[src/rtl/alt_vipcti131_common_wrap_counter.sv]
// Wrapping up-counter: wraps to 0 on enable once value >= terminal.
// sclr presents a cleared value this cycle; zero forces the next value to 0.
module alt_vipcti131_common_wrap_counter #(
  parameter int WIDTH = 4
) (
  input  logic             clk,
  input  logic             rst,
  input  logic             sclr,
  input  logic             zero,
  input  logic             en,
  input  logic [WIDTH-1:0] terminal,
  output logic [WIDTH-1:0] value,
  output logic             at_end,
  output logic             wrap
);

  logic [WIDTH-1:0] count_q;

  // sclr clears the state seen this cycle, so an enable in the same cycle counts from 0
  assign value  = sclr ? '0 : count_q;
  assign at_end = (value >= terminal);
  assign wrap   = en & at_end;

  always_ff @(posedge clk or posedge rst) begin
    if (rst) begin
      count_q <= '0;
    end else if (zero) begin
      count_q <= '0;
    end else if (en) begin
      count_q <= at_end ? '0 : value + WIDTH'(1);
    end else begin
      count_q <= value;
    end
  end

endmodule

[src/rtl/alt_vipcti131_common_sample_position_counter.sv]
// Groups colour-plane cycles into samples and tracks the sample's x/y position
// within a frame whose size is latched at frame start.
module alt_vipcti131_common_sample_position_counter #(
  parameter int NUMBER_OF_COLOUR_PLANES      = 3,
  parameter int LOG2_NUMBER_OF_COLOUR_PLANES = 2,
  parameter int WIDTH_BITS                   = 12,
  parameter int HEIGHT_BITS                  = 12
) (
  input  logic                                    clk,
  input  logic                                    rst,
  input  logic                                    sclr,
  input  logic                                    count_cycle,
  input  logic                                    hd_sdn,
  input  logic [WIDTH_BITS-1:0]                   active_width,
  input  logic [HEIGHT_BITS-1:0]                  active_height,
  output logic                                    count_sample,
  output logic                                    start_of_sample,
  output logic [LOG2_NUMBER_OF_COLOUR_PLANES-1:0] sample_ticks,
  output logic [WIDTH_BITS-1:0]                   pixel_x,
  output logic [HEIGHT_BITS-1:0]                  line_y,
  output logic                                    end_of_line,
  output logic                                    end_of_frame
);

  localparam logic SINGLE_PLANE = (NUMBER_OF_COLOUR_PLANES == 1);
  localparam logic [LOG2_NUMBER_OF_COLOUR_PLANES-1:0] PLANE_LAST =
    LOG2_NUMBER_OF_COLOUR_PLANES'(NUMBER_OF_COLOUR_PLANES - 1);

  // Last valid index for a programmed size, with a size of 0 behaving as 1
  function automatic logic [WIDTH_BITS-1:0] last_x(input logic [WIDTH_BITS-1:0] size);
    return (size == '0) ? '0 : size - WIDTH_BITS'(1);
  endfunction

  function automatic logic [HEIGHT_BITS-1:0] last_y(input logic [HEIGHT_BITS-1:0] size);
    return (size == '0) ? '0 : size - HEIGHT_BITS'(1);
  endfunction

  logic [WIDTH_BITS-1:0]  sw_q;
  logic [HEIGHT_BITS-1:0] sh_q;
  logic [WIDTH_BITS-1:0]  sw_cur;
  logic [HEIGHT_BITS-1:0] sh_cur;
  logic                   plane_at_end;
  logic                   plane_wrap;
  logic                   x_at_end;
  logic                   y_at_end;
  logic                   y_wrap;

  assign sw_cur = sclr ? active_width  : sw_q;
  assign sh_cur = sclr ? active_height : sh_q;

  alt_vipcti131_common_wrap_counter #(
    .WIDTH(LOG2_NUMBER_OF_COLOUR_PLANES)
  ) u_plane (
    .clk      (clk),
    .rst      (rst),
    .sclr     (sclr),
    .zero     (hd_sdn | SINGLE_PLANE),
    .en       (count_cycle),
    .terminal (PLANE_LAST),
    .value    (sample_ticks),
    .at_end   (plane_at_end),
    .wrap     (plane_wrap)
  );

  assign count_sample = count_cycle & (hd_sdn | SINGLE_PLANE | plane_at_end);

  alt_vipcti131_common_wrap_counter #(
    .WIDTH(WIDTH_BITS)
  ) u_x (
    .clk      (clk),
    .rst      (rst),
    .sclr     (sclr),
    .zero     (1'b0),
    .en       (count_sample),
    .terminal (last_x(sw_cur)),
    .value    (pixel_x),
    .at_end   (x_at_end),
    .wrap     (end_of_line)
  );

  alt_vipcti131_common_wrap_counter #(
    .WIDTH(HEIGHT_BITS)
  ) u_y (
    .clk      (clk),
    .rst      (rst),
    .sclr     (sclr),
    .zero     (1'b0),
    .en       (end_of_line),
    .terminal (last_y(sh_cur)),
    .value    (line_y),
    .at_end   (y_at_end),
    .wrap     (y_wrap)
  );

  assign end_of_frame    = y_wrap;
  assign start_of_sample = hd_sdn | (sample_ticks == '0);

  // Size inputs are only sampled at frame boundaries so mid-frame edits are deferred
  always_ff @(posedge clk or posedge rst) begin
    if (rst) begin
      sw_q <= '0;
      sh_q <= '0;
    end else if (sclr | end_of_frame) begin
      sw_q <= active_width;
      sh_q <= active_height;
    end
  end

endmodule

[config.mk]
export PLATFORM = sky130hd
export DESIGN_NAME = alt_vipcti131_common_sample_position_counter
export DESIGN_NICKNAME = d
export VERILOG_FILES = /design/src/rtl/alt_vipcti131_common_wrap_counter.sv /design/src/rtl/alt_vipcti131_common_sample_position_counter.sv
export SDC_FILE = /design/constraint.sdc
export NUM_CORES = 1
export LEC_CHECK = 0
export ABC_CLOCK_PERIOD_IN_PS = 5560
export BUFFER_PORTS_ARGS = -buffer_cell sky130_fd_sc_hd__buf_4
export CAP_MARGIN = 20
export CORE_ASPECT_RATIO = 1.4
export CORE_MARGIN = 2
export CORE_UTILIZATION = 55
export CTS_BUF_LIST = sky130_fd_sc_hd__clkbuf_16
export DETAILED_ROUTE_END_ITERATION = 10
export PLACE_DENSITY = 0.82
export SYNTH_ARGS = -nofsm -noshare
export SYNTH_HDL_FRONTEND = slang
export SYNTH_SLANG_ARGS = --single-unit
[constraint.sdc]
create_clock -name clk -period 5.56 [get_ports clk]
set_input_delay 0.834 -clock clk [delete_from_list [all_inputs] [get_ports clk]]
set_output_delay 0.834 -clock clk [all_outputs]
set_load 0.03 [all_outputs]
== After elaboration in Yosys (flattened, before gate mapping) ==
Cells that the tools add are included.

* Memories: 0
* RAM bits: 0
* Bits in latches: 0
* Bits in registers: 50
* Output and inout port bits: 30
* Input port bits: 29
* Bits in read-only memories: 0
* Logic and storage cells: 36

* Reductions and logical operators: 3
* Equal/unequal tests: 0
* Multipliers: 0
* Multiplexer cells: 14
* Shift operators: 0
* Bitwise operators: 6
* Add/sub/neg operators: 5
* Order comparisons: 3
* Div/mod/pow operators: 0

{| class="wikitable"
|+ Operator list
! cell !! number
|-
| 12-bit 2-to-1 mux || 10
|-
| 12-bit by 1-bit adder with 12-bit output, second input constant || 2
|-
| 12-bit >= comparator || 2
|-
| 12-bit logical NOT || 2
|-
| 12-bit by 1-bit subtractor with 12-bit output, second input constant || 2
|-
| 2-bit 2-to-1 mux || 4
|-
| 1-bit AND || 3
|-
| 1-bit bitwise OR || 3
|-
| 2-bit by 1-bit adder with 2-bit output, second input constant || 1
|-
| 2-bit >= comparator, second input constant || 1
|-
| 2-bit logical NOT || 1
|}

== Depth between registers and ports, before layout ==
Gate-level depths: netlist of the first run.

* Depth after elaboration: 7
* Depth in mapped cells: 19
* Mapped depth without buffers: 13

== Modules after synthesis ==
Synthesis of the first run repeated with hierarchy kept, for this count alone.

* Cell total of the unflattened synthesis: 459
* Area total of the unflattened synthesis: 4232.8 µm²

{| class="wikitable"
|+ Modules (own cells, without submodules)
! module !! area an instance (µm²) !! times used !! cells each
|-
| alt_vipcti131_common_sample_position_counter || 2067.0 || 1 || 215
|-
| alt_vipcti131_common_wrap_counter at u_x ... || 1006.0 || 2 || 114
|-
| alt_vipcti131_common_wrap_counter at u_plane || 153.9 || 1 || 16
|}

== Least setup slack after synthesis of the first run ==
Ideal clock, no wire load.

* Path type: input-to-output
* From: input sclr
* To: output end_of_frame
* Path slack: 0.322 ns
* Data arrival time: 4.404 ns
* Path buffers: 7
* Data required time: 4.726 ns
* Stages on the path: 18
* Path through: buf_6 buf_6 buf_2 buf_2 buf_2 mux2i_1 ha_1 nand3_1 or3_1 buf_2 and2_1 ha_1 nor2b_1 o21ai_0 a21oi_1 o21ai_0 clkbuf_1 and2_1

* Word-level cells in the longest chain between the ends: 6

{| class="wikitable"
|+ RTL lines
! element !! line !! text
|-
| start, declared || alt_vipcti131_common_sample_position_counter.sv:11 || <nowiki>input logic sclr,</nowiki>
|-
| 12-bit 2-to-1 mux / 2-bit 2-to-1 mux (equally long branches) || alt_vipcti131_common_sample_position_counter.sv:48, alt_vipcti131_common_wrap_counter.sv:20 ||
|-
| 12-bit by 1-bit subtractor with 12-bit output (tied with other cells) || alt_vipcti131_common_sample_position_counter.sv:31 || <nowiki>return (size == '0) ? '0 : size - WIDTH_BITS'(1);</nowiki>
|-
| 12-bit 2-to-1 mux / 1-bit bitwise OR (equally long branches) || alt_vipcti131_common_sample_position_counter.sv:31, alt_vipcti131_common_sample_position_counter.sv:65 ||
|-
| 12-bit >= comparator / 1-bit AND (equally long branches) || alt_vipcti131_common_wrap_counter.sv:21, alt_vipcti131_common_sample_position_counter.sv:65 ||
|-
| 1-bit AND || alt_vipcti131_common_wrap_counter.sv:22 || <nowiki>assign wrap = en & at_end;</nowiki>
|-
| 1-bit AND (*) || alt_vipcti131_common_wrap_counter.sv:22 ||
|-
| end, declared || alt_vipcti131_common_sample_position_counter.sv:22 || <nowiki>output logic end_of_frame</nowiki>
|}

Every way passes the cells marked *; elsewhere a longest branch is shown, timed or not.

== Final worst setup path of the first run ==
Ends and elaborated chain as after synthesis.

==> results of run 1 <==
## Yosys cell counts (all sizes together) (8+ instances only)
| library cell | number |
|---|---|
| mux2i | 24 |
| dfrtp | 50 |
| nand2 | 39 |
| xor2 | 8 |
| xnor2 | 17 |
| a21oi | 15 |
| buf | 12 |
| mux2 | 26 |
| nand2b | 14 |
| nor3 | 16 |
| nand3 | 11 |
| inv | 11 |
| nor2 | 34 |
| o21ai | 31 |
| nor2b | 19 |
| ha | 30 |
## registers in the layout, summed over array words and instances, names as in the netlist
signal and cells:
sw_q 12, u_plane.count_q 2, sh_q 12, u_x.count_q 12, u_y.count_q 12
## power by group through the flow
stage | clock network, W | logic [W] | registers [W]
floorplan | 0 | 0.000157 | 0.000404
global placement | 0 | 0.000205 | 0.000407
detailed placement | 0 | 0.000212 | 0.000408
CTS | 0.000353 | 0.000214 | 0.000402
global route | 0.000366 | 0.000239 | 0.000404
finish | 0.000345 | 0.000215 | 0.000402
## metrics by stage
| stage | hold WS, ns | cells | instance area, um2 | setup slack (ns) |
|---|---|---|---|---|
| 2_1_floorplan | 0.477 | 421 | 3960 | 0.322 |
| 3_3_place_gp | 0.493 | 564 | 4460 | 0.447 |
| 3_5_place_dp | 0.494 | 564 | 4460 | 0.313 |
| 4_1_cts | 0.514 | 572 | 4630 | 0.273 |
| 5_1_grt | 0.462 | 579 | 4690 | 0.191 |
| 6_report | 0.456 | 579 | 4690 | 0.533 |
## area by class of cell
type / instances / area (um2)
multi-input cells: 343 / 2560
clock inverters: 3 / 40.0
inverters: 11 / 41.3
well taps: 95 / 119
clock buffers: 5 / 125
repair buffers: 72 / 553
flip-flops and latches: 50 / 1250
fillers: 569 / 2290
## metal layers
metal | up-vias | routed length, um | GRT usage (%)
met5 | - | 0 | 0
met4 | 0 | 224 | 9.15
met3 | 22 | 341 | 3.49
met2 | 76 | 4960 | 42.4
met1 | 1580 | 3600 | 27.1
li1 | 1607 | - | -
## layout by cell type, fill, tap and decap left out, types with 17 or more instances in the layout
cell type,netlist,routed
buf_4,0,71
dfrtp_1,50,50
ha_1,30,30
mux2_4,20,20
mux2i_1,23,23
nand2_1,39,39
nor2_1,33,33
nor2b_1,18,18
o21ai_0,29,29
xnor2_1,17,17
## timing repair
action / 4_1_cts / 5_1_grt
resized for setup: 0 / 0
endpoints found under the setup margin: 0 / 2
setup buffers: 0 / 6
## logic make-up (layout without fill, tap and decap cells)
logic type / after synthesis / count (layout) / share of synthesized area, %
muxes: 50 / 50 / 15.7
adders and majority gates: 30 / 30 / 9.48
xor gates and xnor gates: 25 / 25 / 5.53
DFF: 50 / 50 / 31.6
buffers and inverters: 28 / 91 / 3.67
and+or+nand+nor: 171 / 171 / 23.1
AOI/OAI and AO/OA: 67 / 67 / 11.0
## worst max path at each step
| stage | startpoint | endpoint | slack [ns] | depth (start not counted) |
|---|---|---|---|---|
| 3_5_place_dp | sclr | end_of_frame | 0.31 | 15 |
| 4_1_cts | sclr | end_of_frame | 0.27 | 15 |
| 2_1_floorplan | sclr | end_of_frame | 0.32 | 18 |
| 5_1_grt | sclr | end_of_frame | 0.19 | 16 |
| 3_3_place_gp | sclr | end_of_frame | 0.45 | 15 |
| 6_report | sclr | end_of_frame | 0.53 | 16 |
==> impl_metrics.ini, run 1 <==
[critical_path]
critPathCaptureType = output port
r2r-start = sw_q[3]
cp_slowest_cell = a2111oi_4
cp_max_fo = 23
cpPeakStageDelay_ns = 0.46
startpoint_type = input port
critPathMostFrequentCell = buf_4
critical_path.cell_chain = buf_4, buf_4, nor3_1, o21ai_0, or2_1, nor3_2, nand4_1, buf_4, nand2_1, ha_1, a211oi_2, o21ai_1, a2111oi_4, nor2_4, and2_1, buf_4
worstPathArrival_ns = 4.19
path_delay_family = simple AND/OR/NAND/NOR gates
critPathKind = in -> out
required_ns = 4.73
reg2reg_slack_ns = 1.39
path_buf_inv = 4
r2r-end = sw_q[3]
r2r_cells = 16

[logic_synthesis]
netlist_instances = 421
syn_nets = 480
synth_top_area_share_pct = 31.6
synth_edf_count = 0
yosysWarnings = 0
ys_ff_latch = 50
seq_area_frac_synth_pct = 31.6
synth_area_per_cell_um2 = 9.40
synthArstFlopShare_pct = 100
synth-main-ff-cell = dfrtp_1
synth.top_cells.by_area = dfrtp_1 32%, ha_1 9.5%, mux2_4 7.6%
synthesis.area_um2 = 3960
yosys.area.top_type = dfrtp_1
ys_types = 49

[power]
intPower_w = 0.000699
comb_power_share_pct = 22.3
ir_drop_uv = 126
p_leak_nw = 2.22
switching_power_w = 0.000263
seq_power_share_pct = 41.8
total_power_w = 0.000962
p_clk_share_pct = 35.9
swShare_pct = 27.3
powerDensity_nw_per_um2 = 205

[grt]
grt_use_total_pct = 23.7
first_global_vias = 3331
antenna_found_initial = 0
grt_max_degree = 51
overflow = 0
grt_first_pass_wirelength_um = 14800

[cts]
cts_sinks = 50
cts.clk_slew.worst_paths_ns = 0.07
clock_path_buffers = 2
postCtsHoldBufs = 0
cts_made_buffers = 5
htree_levels = 2
clockRootBuffer = clkbuf_16
worstSkewPairLatency_ns = 0.29
cts_tree = built

[detailed_routing]
wl_per_cell_um = 15.8
ant_nets = 0
finalWirelength_um = 9130
dr_total_vias = 3285
drc_errors = 0
drtPass1Iterations = 4
drt_iter0_markers = 85
via_per_inst = 5.67

[floorplanning]
fp.dieW_um = 75.7
die_y_um = 104
core-area_um2 = 6980
rows = 36
initial_core_util_pct = 56.7
pin_count = 59
die_area_um2 = 7900

[sta]
rsz0062_at_grt = no
fin_crit_ns = 5.03
hold_viol = 0
period_share_pct = 90.4
slew_headroom_pct = 60.8
skew_ns = 0.00516
tightest_slew_ns = 0.571
finalSetupViolations = 0
clock.fmax_mhz = 199
setup-tns-final_ns = 0
drv_slew = 0

[placed_design]
detailed_place_hpwl_um = 6810
io_buffers = 58
place_congestion = 0.827

[job]
cap_violations = 0

[final_layout]
drive_gt1_share_pct = 25.0
n_antenna_cell = 0
area_growth_pct = 18.5
fin_util_pct = 67.2
num-nets-final = 542

[status]
status = completed

[min_path]
hold_path_class = in -> async
Note: power is estimated with default switching activity, not from simulation.
==> run 2, diff against run 1 <==
Settings changed: CORE_UTILIZATION 55 to 50, PLACE_DENSITY 0.82 to 0.76.
==> impl_metrics.ini, run 2 (same netlist as run 1, synthesis figures left out) <==
[placed_design]
place_inst = 570
place_congestion = 0.842
dpl-instance-area_um2 = 4490
detailed_place_hpwl_um = 7040
io_buffers = 58

[final_layout]
final_cell_mix = 65 x buf_4, 50 x dfrtp_1, 39 x nand2_1, 33 x nor2_1, 30 x ha_1
fillers = 657
finalNonFillerCells = 579
area_growth_pct = 17.4
drive_gt1_share_pct = 24.0
final_cell_area_um2 = 4650
final_common_cell = buf_4
n_antenna_cell = 0
num-nets-final = 537

[sta]
hold_viol = 0
finalSetupViolations = 0
rsz0062_at_grt = no
drv_slew = 0
skew_ns = 0.00626
period_share_pct = 94.2
setup-tns-final_ns = 0
fin_crit_ns = 5.24
clock.fmax_mhz = 191
tightest_slew_ns = 0.560
slew_headroom_pct = 61.6

[grt]
antenna_found_initial = 0
grt_max_degree = 51
overflow = 0
grt_use_total_pct = 22.2
grt_first_pass_wirelength_um = 15300
first_global_vias = 3408

[detailed_routing]
ant_nets = 0
via_per_inst = 5.72
wl_per_cell_um = 16.1
finalWirelength_um = 9320
dr_total_vias = 3313
drt_iter0_markers = 160
drtPass1Iterations = 4
drc_errors = 0

[cts]
cts_sinks = 50
cts.clk_slew.worst_paths_ns = 0.07
cts_made_buffers = 5
worstSkewPairLatency_ns = 0.30
post_cts_resized = 0
clockRootBuffer = clkbuf_16
htree_levels = 2
postCtsHoldBufs = 0
clock_path_buffers = 2
cts_tree = built
cts_setup_buffers = 0

[critical_path]
critPathKind = in -> out
worstPathArrival_ns = 4.41
required_ns = 4.73
cp_max_fo = 23
critPathCaptureType = output port
startpoint_type = input port

[job]
cap_violations = 0

[floorplanning]
die_area_um2 = 8660
initial_core_util_pct = 51.4
fp.dieW_um = 79.2
die_y_um = 109
pin_count = 59
core-area_um2 = 7700
rows = 38

[min_path]
hold_path_class = in -> async

[power]
ir_drop_uv = 126
p_leak_nw = 2.18
powerDensity_nw_per_um2 = 199

[status]
status = completed
## run 2: cell count changes in the layout (fill, tap and decap cells not counted), sizes merged
cell / before / now
buf: 72 / 67
bufinv: 1 / 0
clkinvlp: 0 / 1
## run 2: final timing paths
path | slack [ns] | cells after the start | to | startpoint
worst max-delay path | 0.32 | 14 | end_of_line | sclr
worst min-delay path | 0.51 | 2 | u_x.count_q[4] | rst
worst max register to register | 1.39 | 14 | sw_q[3] | sw_q[3]
worst min register to register | 0.51 | 1 | sw_q[11] | sw_q[11]
max in group asynchronous | 4.54 | 3 | sh_q[4] | rst
min in group clk | 0.51 | 1 | sw_q[11] | sw_q[11]
## run 2: metrics by stage
step                      util (%)  power (W)  setup slack, ns  hold slack (ns)
after global placement        58.3   0.000615            0.490            0.493
after floorplan                  -   0.000561            0.322            0.477
after CTS                     60.1   0.000929            0.344            0.519
after detailed placement      58.3   0.000624            0.406            0.500
after global routing          60.4   0.000972           0.0717            0.539
final                         60.4   0.000924            0.320            0.514
## run 2: worst max-delay path, cell delays in order
cell and delay, ns:
buf_4 0.29, mux2i_4 0.33, o21ai_0 0.18, or2_1 0.32, nor3_2 0.27, nand4_1 0.40
o21ai_0 0.22, ha_1 0.17, nand2_1 0.07, o21ai_0 0.38, o21ai_0 0.27, nor2_4 0.23
buf_4 0.23, buf_4 0.18
## run 2: per-layer routing
metal | part of all wire [%] | vias to the layer above | global-route usage (%)
li1 | - | 1603 | -
met4 | 2.8 | 0 | 8.87
met1 | 39 | 1591 | 23.9
met3 | 3.9 | 23 | 3.23
met2 | 54 | 96 | 42.8
met5 | 0 | - | 0
## run 2: final cells by class
type / count / area (um2) / share of cell area, %
clock buffers: 5 / 125 / 2.69
clock inverters: 3 / 16.3 / 0.350
inverters: 11 / 41.3 / 0.888
multi-input cells: 343 / 2560 / 55.1
flip-flops and latches: 50 / 1250 / 26.9
well taps: 100 / 125 / 2.69
repair buffers: 67 / 528 / 11.4
## run 2: power by group
group	total [W]	internal (W)	switching, W	leakage (nW)
clock	0.000305	0.000165	0.000140	0.0672
combinational	0.000217	0.000103	0.000114	1.47
sequential	0.000402	0.000386	0.0000161	0.639
total	0.000924	0.000654	0.000270	2.18
